===== config.mk =====
export PLATFORM = sky130hd
export DESIGN_NAME = conv2_dual_mac
export DESIGN_NICKNAME = d
export VERILOG_FILES = /design/src/rtl/conv_pkg.sv /design/src/rtl/mac_lane.sv /design/src/rtl/conv2_dual_mac.sv
export SDC_FILE = /design/constraint.sdc
export NUM_CORES = 2
export LEC_CHECK = 0
export BUFFER_PORTS_ARGS = -buffer_cell sky130_fd_sc_hd__buf_4
export CAP_MARGIN = 20
export CORE_ASPECT_RATIO = 0.9
export CORE_MARGIN = 1.5
export CORE_UTILIZATION = 40
export DETAILED_ROUTE_END_ITERATION = 12
export PLACE_DENSITY = 0.6
export SETUP_SLACK_MARGIN = 0.5
export SLEW_MARGIN = 30
export SYNTH_ARGS = -nofsm -noshare
export SYNTH_HDL_FRONTEND = slang
export SYNTH_SLANG_ARGS = --single-unit

===== constraint.sdc =====
create_clock -name clk -period 3.96 [get_ports clk]
set_input_delay 0.792 -clock clk [delete_from_list [all_inputs] [get_ports clk]]
set_output_delay 0.792 -clock clk [all_outputs]
set_load 0.01 [all_outputs]

===== src/rtl/conv_pkg.sv =====
// rtl/conv_pkg.sv - shared types and constants for the conv2 dot-product engine
package conv_pkg;
  localparam int CONV2_DATA_W = 16;
  localparam int CONV2_ACC_W  = 40;
  localparam int CONV2_TAPS   = 75;
  localparam int Q_FRAC       = 8;

  typedef logic signed [CONV2_DATA_W-1:0] pix_t;
  typedef logic signed [CONV2_ACC_W-1:0]  acc_t;

  typedef enum logic [2:0] {IDLE, LOAD, RUN, FLUSH, COMBINE, OUTPUT} mac_state_t;
endpackage


===== src/rtl/mac_lane.sv =====
// rtl/mac_lane.sv - signed multiply-accumulate lane with clear and enable
module mac_lane #(
  parameter int DATA_W = 16,
  parameter int ACC_W  = 40
) (
  input  logic              clk,
  input  logic              reset,
  input  logic              clr_i,
  input  logic              en_i,
  input  logic [DATA_W-1:0] a_i,
  input  logic [DATA_W-1:0] b_i,
  output logic [ACC_W-1:0]  acc_o
);
  logic signed [2*DATA_W-1:0] a_ext, b_ext, prod;
  logic [ACC_W-1:0] acc_q, acc_d;

  assign a_ext = {{DATA_W{a_i[DATA_W-1]}}, a_i};
  assign b_ext = {{DATA_W{b_i[DATA_W-1]}}, b_i};
  assign prod  = a_ext * b_ext;

  always_comb begin
    acc_d = acc_q;
    if (clr_i) begin
      acc_d = '0;
    end else if (en_i) begin
      acc_d = acc_q + {{(ACC_W-2*DATA_W){prod[2*DATA_W-1]}}, prod};
    end
  end

  always_ff @(posedge clk or posedge reset) begin
    if (reset) acc_q <= '0;
    else       acc_q <= acc_d;
  end

  assign acc_o = acc_q;
endmodule


===== src/rtl/conv2_dual_mac.sv =====
// rtl/conv2_dual_mac.sv - two-lane conv2 dot product with bias, ReLU and saturation
module conv2_dual_mac
  import conv_pkg::*;
#(
  parameter int DATA_W  = CONV2_DATA_W,
  parameter int FRAC_W  = Q_FRAC,
  parameter int ACC_W   = CONV2_ACC_W,
  parameter int TAPS    = CONV2_TAPS,
  parameter int MEM_LAT = 1
) (
  input  logic              clk,
  input  logic              reset,
  input  logic              start,
  input  logic [DATA_W-1:0] bias,
  input  logic [DATA_W-1:0] w0,
  input  logic [DATA_W-1:0] w1,
  input  logic [DATA_W-1:0] x0,
  input  logic [DATA_W-1:0] x1,
  output logic              k_restart,
  output logic              rd_en,
  output logic              busy,
  output logic              out_valid,
  output logic [DATA_W-1:0] result
);
  localparam int CNT_W = $clog2((TAPS > MEM_LAT) ? TAPS : MEM_LAT) + 1;

  mac_state_t state_q, state_d;
  logic [CNT_W-1:0]   cnt_q, cnt_d;
  logic [MEM_LAT-1:0] vpipe_q, vpipe_d;
  logic [DATA_W-1:0]  bias_q, bias_d, res_d, result_q;
  logic [ACC_W-1:0]   acc0, acc1, bias_ext, sum, s;
  logic               clr, k_restart_q, rd_en_q, busy_q, out_valid_q;

  always_comb begin
    state_d = state_q;
    cnt_d   = cnt_q;
    bias_d  = bias_q;
    clr     = 1'b0;
    case (state_q)
      IDLE: if (start) begin
        state_d = LOAD;
        bias_d  = bias;
        cnt_d   = '0;
        clr     = 1'b1;
      end
      LOAD: state_d = RUN;
      RUN: if (cnt_q == CNT_W'(TAPS-1)) begin
        state_d = FLUSH;
        cnt_d   = '0;
      end else begin
        cnt_d = cnt_q + CNT_W'(1);
      end
      FLUSH: if (cnt_q == CNT_W'(MEM_LAT-1)) begin
        state_d = COMBINE;
        cnt_d   = '0;
      end else begin
        cnt_d = cnt_q + CNT_W'(1);
      end
      COMBINE: state_d = OUTPUT;
      OUTPUT:  state_d = IDLE;
      default: state_d = IDLE;
    endcase
  end

  // Read data lands MEM_LAT cycles after rd_en; this pipe alone gates accumulation.
  always_comb begin
    vpipe_d    = vpipe_q;
    vpipe_d[0] = rd_en_q;
    for (int i = 1; i < MEM_LAT; i++) vpipe_d[i] = vpipe_q[i-1];
  end

  mac_lane #(.DATA_W(DATA_W), .ACC_W(ACC_W)) u_lane0 (
    .clk(clk), .reset(reset), .clr_i(clr), .en_i(vpipe_q[MEM_LAT-1]),
    .a_i(w0), .b_i(x0), .acc_o(acc0)
  );

  mac_lane #(.DATA_W(DATA_W), .ACC_W(ACC_W)) u_lane1 (
    .clk(clk), .reset(reset), .clr_i(clr), .en_i(vpipe_q[MEM_LAT-1]),
    .a_i(w1), .b_i(x1), .acc_o(acc1)
  );

  assign bias_ext = {{(ACC_W-DATA_W){bias_q[DATA_W-1]}}, bias_q} << FRAC_W;
  assign sum      = acc0 + acc1 + bias_ext;
  assign s        = $signed(sum) >>> FRAC_W;

  always_comb begin
    res_d = s[DATA_W-1:0];
    if (s[ACC_W-1])                res_d = '0;
    else if (|s[ACC_W-2:DATA_W-1]) res_d = {1'b0, {(DATA_W-1){1'b1}}};
  end

  // The combine sum folds straight into the result register so it is ready with out_valid.
  always_ff @(posedge clk or posedge reset) begin
    if (reset) begin
      state_q     <= IDLE;
      cnt_q       <= '0;
      vpipe_q     <= '0;
      bias_q      <= '0;
      k_restart_q <= 1'b0;
      rd_en_q     <= 1'b0;
      busy_q      <= 1'b0;
      out_valid_q <= 1'b0;
      result_q    <= '0;
    end else begin
      state_q     <= state_d;
      cnt_q       <= cnt_d;
      vpipe_q     <= vpipe_d;
      bias_q      <= bias_d;
      k_restart_q <= (state_d == LOAD);
      rd_en_q     <= (state_d == RUN);
      busy_q      <= (state_d != IDLE);
      out_valid_q <= (state_d == OUTPUT);
      if (state_q == COMBINE) result_q <= res_d;
    end
  end

  assign k_restart = k_restart_q;
  assign rd_en     = rd_en_q;
  assign busy      = busy_q;
  assign out_valid = out_valid_q;
  assign result    = result_q;
endmodule


# Word level (Yosys, flattened, before mapping)
# Cells that the tools add are included.
dict set report word_totals {
  regBits 128
  input_bits 83
  elab_cells 51
}
dict set report op_classes {
  add_sub_neg 5
  multipliers 2
  n_eq_ne 9
  mux 16
  reduce_logical 8
}
# operator count
set ops {}
lappend ops {{$add A40 B40 Y40} 4}
lappend ops {{$mux W40} 4}
lappend ops {{$mul A16 B16 Y32} 2}
lappend ops {{$mux W16} 2}
lappend ops {{$mux W8} 3}
lappend ops {{$pmux W8 S3} 1}
lappend ops {{$reduce_or A17 Y1} 1}
lappend ops {{$pmux W3 S5} 1}
lappend ops {{$eq A3 B2 Y1 const B} 3}
lappend ops {{$mux W3} 3}
lappend ops {{$add A8 B1 Y8 const B} 1}
lappend ops {{$eq A8 B7 Y1 const B} 1}
lappend ops {{$logic_not A8 Y1} 1}
lappend ops {{$eq A3 B1 Y1 const B} 2}
lappend ops {{$eq A3 B3 Y1 const B} 2}
lappend ops {{$reduce_bool A3 Y1} 2}
lappend ops {{$reduce_and A2 Y1} 2}
lappend ops {{$logic_not A3 Y1} 1}
lappend ops {{$mux W1} 2}
lappend ops {{$ne A2 B2 Y1 const B} 1}
lappend ops {{$reduce_bool A2 Y1} 1}

# Longest topological paths before layout
dict set report logic_depth {
  word_depth 5
  depth_mapped 36
  mapped_depth_nobuf 35
}

# Cells and area by module
# A second synthesis with hierarchy kept.
dict set report unflattened {
  hier_cells 3635
  area_unflattened_um2 32311.0
}
# module n_inst cells_per_inst area_per_inst_um2 seq_area_each_um2
set by_module_without_submodules {}
lappend by_module_without_submodules {{mac_lane at u_lane1} 1 1519 13518.0 1001.0}
lappend by_module_without_submodules {{mac_lane at u_lane0} 1 1509 13511.7 1001.0}
lappend by_module_without_submodules {conv2_dual_mac 1 607 5281.3 1201.2}

# Worst setup path before layout
# No wires, ideal clock.
dict set report synth_path {
  kind {input to register}
  startpoint {in x0[7]}
  endpoint {reg u_lane0.acc_q[39], in the netlist u_lane0.acc_o[39]}
  setup_ps 78
  arrival_time_ps 8621
  required_time_ps 3882
  path_slack_ps -4739
  cell_stages 34
  path_cell_list {clkbuf_1 nand2_1 fa_1 inv_1 fa_1 inv_1 fa_1 inv_1 fa_1 fa_1 inv_1 fa_1 inv_1 ha_1 a21o_1 a221oi_1 or3b_2 a21o_1 a31o_2 a21o_1 a21oi_1 xnor2_1 ha_1 a21o_1 a21oi_1 nor2b_1 o2111a_1 a211o_1 a31oi_1 a21boi_0 o211ai_1 a211oi_1 or3_1 a21oi_1}
}
dict set report synth_between {
  elab_chain_len 4
}
# element line_no
set synth_lines {}
lappend synth_lines {{start: declaration} conv2_dual_mac.sv:17} ;# input logic [DATA_W-1:0] x0,
lappend synth_lines {{$mul A16 B16 Y32} mac_lane.sv:19} ;# assign prod = a_ext * b_ext;
lappend synth_lines {{$add A40 B40 Y40} mac_lane.sv:26} ;# acc_d = acc_q + {{(ACC_W-2*DATA_W){prod[2*DATA_W-1]}}, prod};
lappend synth_lines {{$mux W40} mac_lane.sv:25} ;# end else if (en_i) begin
lappend synth_lines {{$mux W40} mac_lane.sv:23} ;# if (clr_i) begin
lappend synth_lines {{end signal: assignment} mac_lane.sv:31} ;# if (reset) acc_q <= '0;
lappend synth_lines {{end signal: assignment} mac_lane.sv:32} ;# else acc_q <= acc_d;
lappend synth_lines {{end: declaration} mac_lane.sv:15} ;# logic [ACC_W-1:0] acc_q, acc_d;
# No other way between the ends. The select of a mux whose other input is x is not followed.
# A chain may end at the register's enable or synchronous reset.

# Worst setup path in the final report
dict set report layout_path {
  startpoint {in w0[5]}
  endpoint {reg u_lane0.acc_q[39], in the netlist u_lane0.acc_o[39]}
}
dict set report layout_between {
  elab_chain_len 4
}
# element line_no
set layout_lines {}
lappend layout_lines {{start: declaration} conv2_dual_mac.sv:15} ;# input logic [DATA_W-1:0] w0,
lappend layout_lines {{$mul A16 B16 Y32} mac_lane.sv:19}
lappend layout_lines {{$add A40 B40 Y40} mac_lane.sv:26}
lappend layout_lines {{$mux W40} mac_lane.sv:25}
lappend layout_lines {{$mux W40} mac_lane.sv:23}
# No other way between the ends. The select of a mux whose other input is x is not followed.

==> flow_metrics.py <==
metrics = {
    "setup_path": {
        "worst_setup_path_end_kind": "flip-flop",
        "worst-path-buf-inv": 5,
        "reg2regPathDepth": 14,
        "r2r_end": "result[12]",
        "path_class": "in2reg",
        "slowest_stage": "fa_1",
        "path_common_cell": "fa_1",
        "slowest_delay_ns": 0.54,
        "cp.required_ns": 4.33,
        "critPathMaxFanout": 8,
        "worstSetupStartpointType": "primary input",
        "r2r_start": "u_lane0.acc_o[12]",
        "arrival_ns": 8.33,
        "worst-r2r-setup-slack_ns": 0.02,
        "cp_top_family": "adder cells",
    },
    "floorplan": {
        "core_um2": 76630,
        "die_w_um": 297.1,
        "pin_count": 103,
        "die_area_um2": 79500,
        "fp.dieH_um": 267.6,
        "initial_utilization": 0.4062,
        "std_cell_rows": 96,
    },
    "run_status": {
        "violations": "setup timing",
        "status": "complete, but fails checks",
    },
    "timing": {
        "tightest_slew_ns": 0.7866,
        "rsz0062_at_grt": "yes",
        "period_share": 2.010,
        "max_freq_mhz": 125.6,
        "slew_viol_final": 0,
        "skew_ns": 0.01933,
        "relSlewSlack": 0.4748,
        "finalSetupViolCount": 70,
        "min_period_ns": 7.960,
        "fin_ws_ns": -4.000,
        "hold_viol": 0,
    },
    "synthesis": {
        "synthFlopType": "dfrtp_1",
        "ys_types": 88,
        "yosysMostFrequentCell": "inv_1",
        "syn_inst": 3458,
        "async_flop_share": 1.000,
        "ys_top_cells_by_count": "inv_1, fa_1, nand2_1",
        "synth-seq-area-share": 0.1029,
        "yosysTopAreaCellShare": 0.3582,
        "post_synth.cell_area_avg_um2": 9.002,
        "synth_edf_count": 0,
        "yosys-top-cells-area": "fa_1, ha_1, dfrtp_1, inv_1, and2_1",
        "synth_top_area_cell": "fa_1",
        "synth_area_um2": 31130,
        "ys_warn_count": 0,
        "syn_nets": 4391,
        "ys_seq_elements": 128,
    },
    "drt": {
        "viasPerCell": 4.956,
        "drt_pass1_iterations": 5,
        "ant_nets": 0,
        "via_count": 25560,
        "drc": 0,
        "drt_iter0_drc": 1227,
        "wl_per_cell_um": 15.82,
        "wl_um": 81600,
    },
    "min_path": {
        "hold_depth": 0,
        "hp-class": "reg2reg",
        "min-delay-start": "rd_en",
        "hold_end": "vpipe_q",
    },
    "final_layout": {
        "num_antenna_cells": 0,
        "nets": 5048,
        "synthToLayoutAreaGrowth_pct": 34.35,
        "fillers": 6857,
        "layout.cells.non_filler": 5157,
        "drive_gt1_frac": 0.3142,
        "fin_area_um2": 41820,
    },
    "place": {
        "placed_area_um2": 38020,
        "hpwl_um": 66360,
        "routabilityCongestion": 0.8732,
        "port_buffers": 102,
        "dp.cells": 5035,
    },
    "clocking": {
        "cts_hold_buf": 0,
        "cts_buffers": 17,
        "cts_tree": "built",
        "cts.path.max_buffers": 2,
        "root_buffer": "clkbuf_16",
        "clk_latency_ns": 0.44,
        "clock-sinks": 128,
        "cts.htree.levels": 4,
        "clk_pin_slew_ns": 0.06,
    },
    "grt": {
        "antenna_found_initial": 0,
        "grtUsageTotal": 0.2086,
        "grt_pass1_wl_um": 136100,
        "grt_pass1_vias": 26720,
        "grt_max_degree": 95,
        "grt_overflow": 0,
    },
    "run": {
        "cap_violations": 0,
    },
}
[logic make-up after synthesis]
| logic type | synth area share |
|---|---|
| mux | 0.01777 |
| xor+xnor | 0.03967 |
| simple gates | 0.1672 |
| fa+ha+maj | 0.4760 |
| compound gates | 0.1090 |
| buf+inv | 0.08751 |
| flops | 0.1029 |
[state kept, by name (all words and copies together) (netlist names)]
register / flops
u_lane0.acc_o: 40
u_lane1.acc_o: 40
bias_q: 16
result: 16
cnt_q: 8
state_q: 3
busy: 1
k_restart: 1
out_valid: 1
rd_en: 1
vpipe_q: 1
[stage by stage]
step,hold WS (ns),setup TNS (ns),setup WS [ns],utilization
floorplan,0.4160,-187.66,-4.062,-
global placement,0.3719,-238.73,-4.557,0.4961
detailed placement,0.3677,-242.11,-4.693,0.4961
CTS,0.3808,-201.12,-4.032,0.5225
global route,0.3853,-224.24,-4.308,0.5457
finish,0.3753,-206.72,-4.000,0.5457
[cell usage in the layout, fill, tap and decap left out, types with 31 or more instances in the layout]
| cell type | count |
|---|---|
| buf_4 | 592 |
| inv_1 | 564 |
| fa_1 | 531 |
| nand2_1 | 339 |
| ha_1 | 220 |
| and2_1 | 212 |
| nor2_1 | 163 |
| dfrtp_1 | 119 |
| buf_6 | 119 |
| a21oi_1 | 97 |
| xnor2_1 | 88 |
| a21o_1 | 82 |
| a21oi_2 | 58 |
| ha_4 | 57 |
| and2_4 | 54 |
| mux2i_1 | 53 |
| inv_2 | 50 |
| o21ai_0 | 45 |
| nor3_1 | 36 |
| nand3_1 | 31 |
[what timing repair did]
item	4_1_cts	5_1_grt
resized for setup	230	329
pin swaps	140	217
cloned	0	3
endpoints found under the setup margin	87	87
buffers inserted	45	42
endpoints found under the hold margin	0	0
[worst max path at each step]
stage | startpoint | to | slack (ns) | cells past startpoint
after floorplan | w0[5] | u_lane0.acc_o[39] | -4.06 | 34
after global placement | w0[5] | u_lane0.acc_o[39] | -4.56 | 34
after detailed placement | w0[9] | u_lane0.acc_o[39] | -4.69 | 34
after CTS | w0[8] | u_lane0.acc_o[39] | -4.03 | 33
after global routing | x0[8] | u_lane0.acc_o[39] | -4.31 | 35
final | w0[5] | u_lane0.acc_o[39] | -4.00 | 33
[cell type report]
class                   instances  area (um2)  area share
clock buffers                  19       442.9     0.01059
clock inverters                13       161.4    0.003860
inverters                     616        2317     0.05541
multi-input cells            2607       27990      0.6693
flip-flops and latches        128        3219     0.07698
well taps                    1029        1287     0.03079
repair buffers                745        6400      0.1530
[metal layers]
layer	global-route usage	part of all wire
met5	0	0
met4	0.04426	0.019
met3	0.01598	0.025
met2	0.3544	0.50
met1	0.2920	0.46
Power is not shown: default switching activity piles up to over one toggle a cycle in this logic, so the estimate is an artifact.
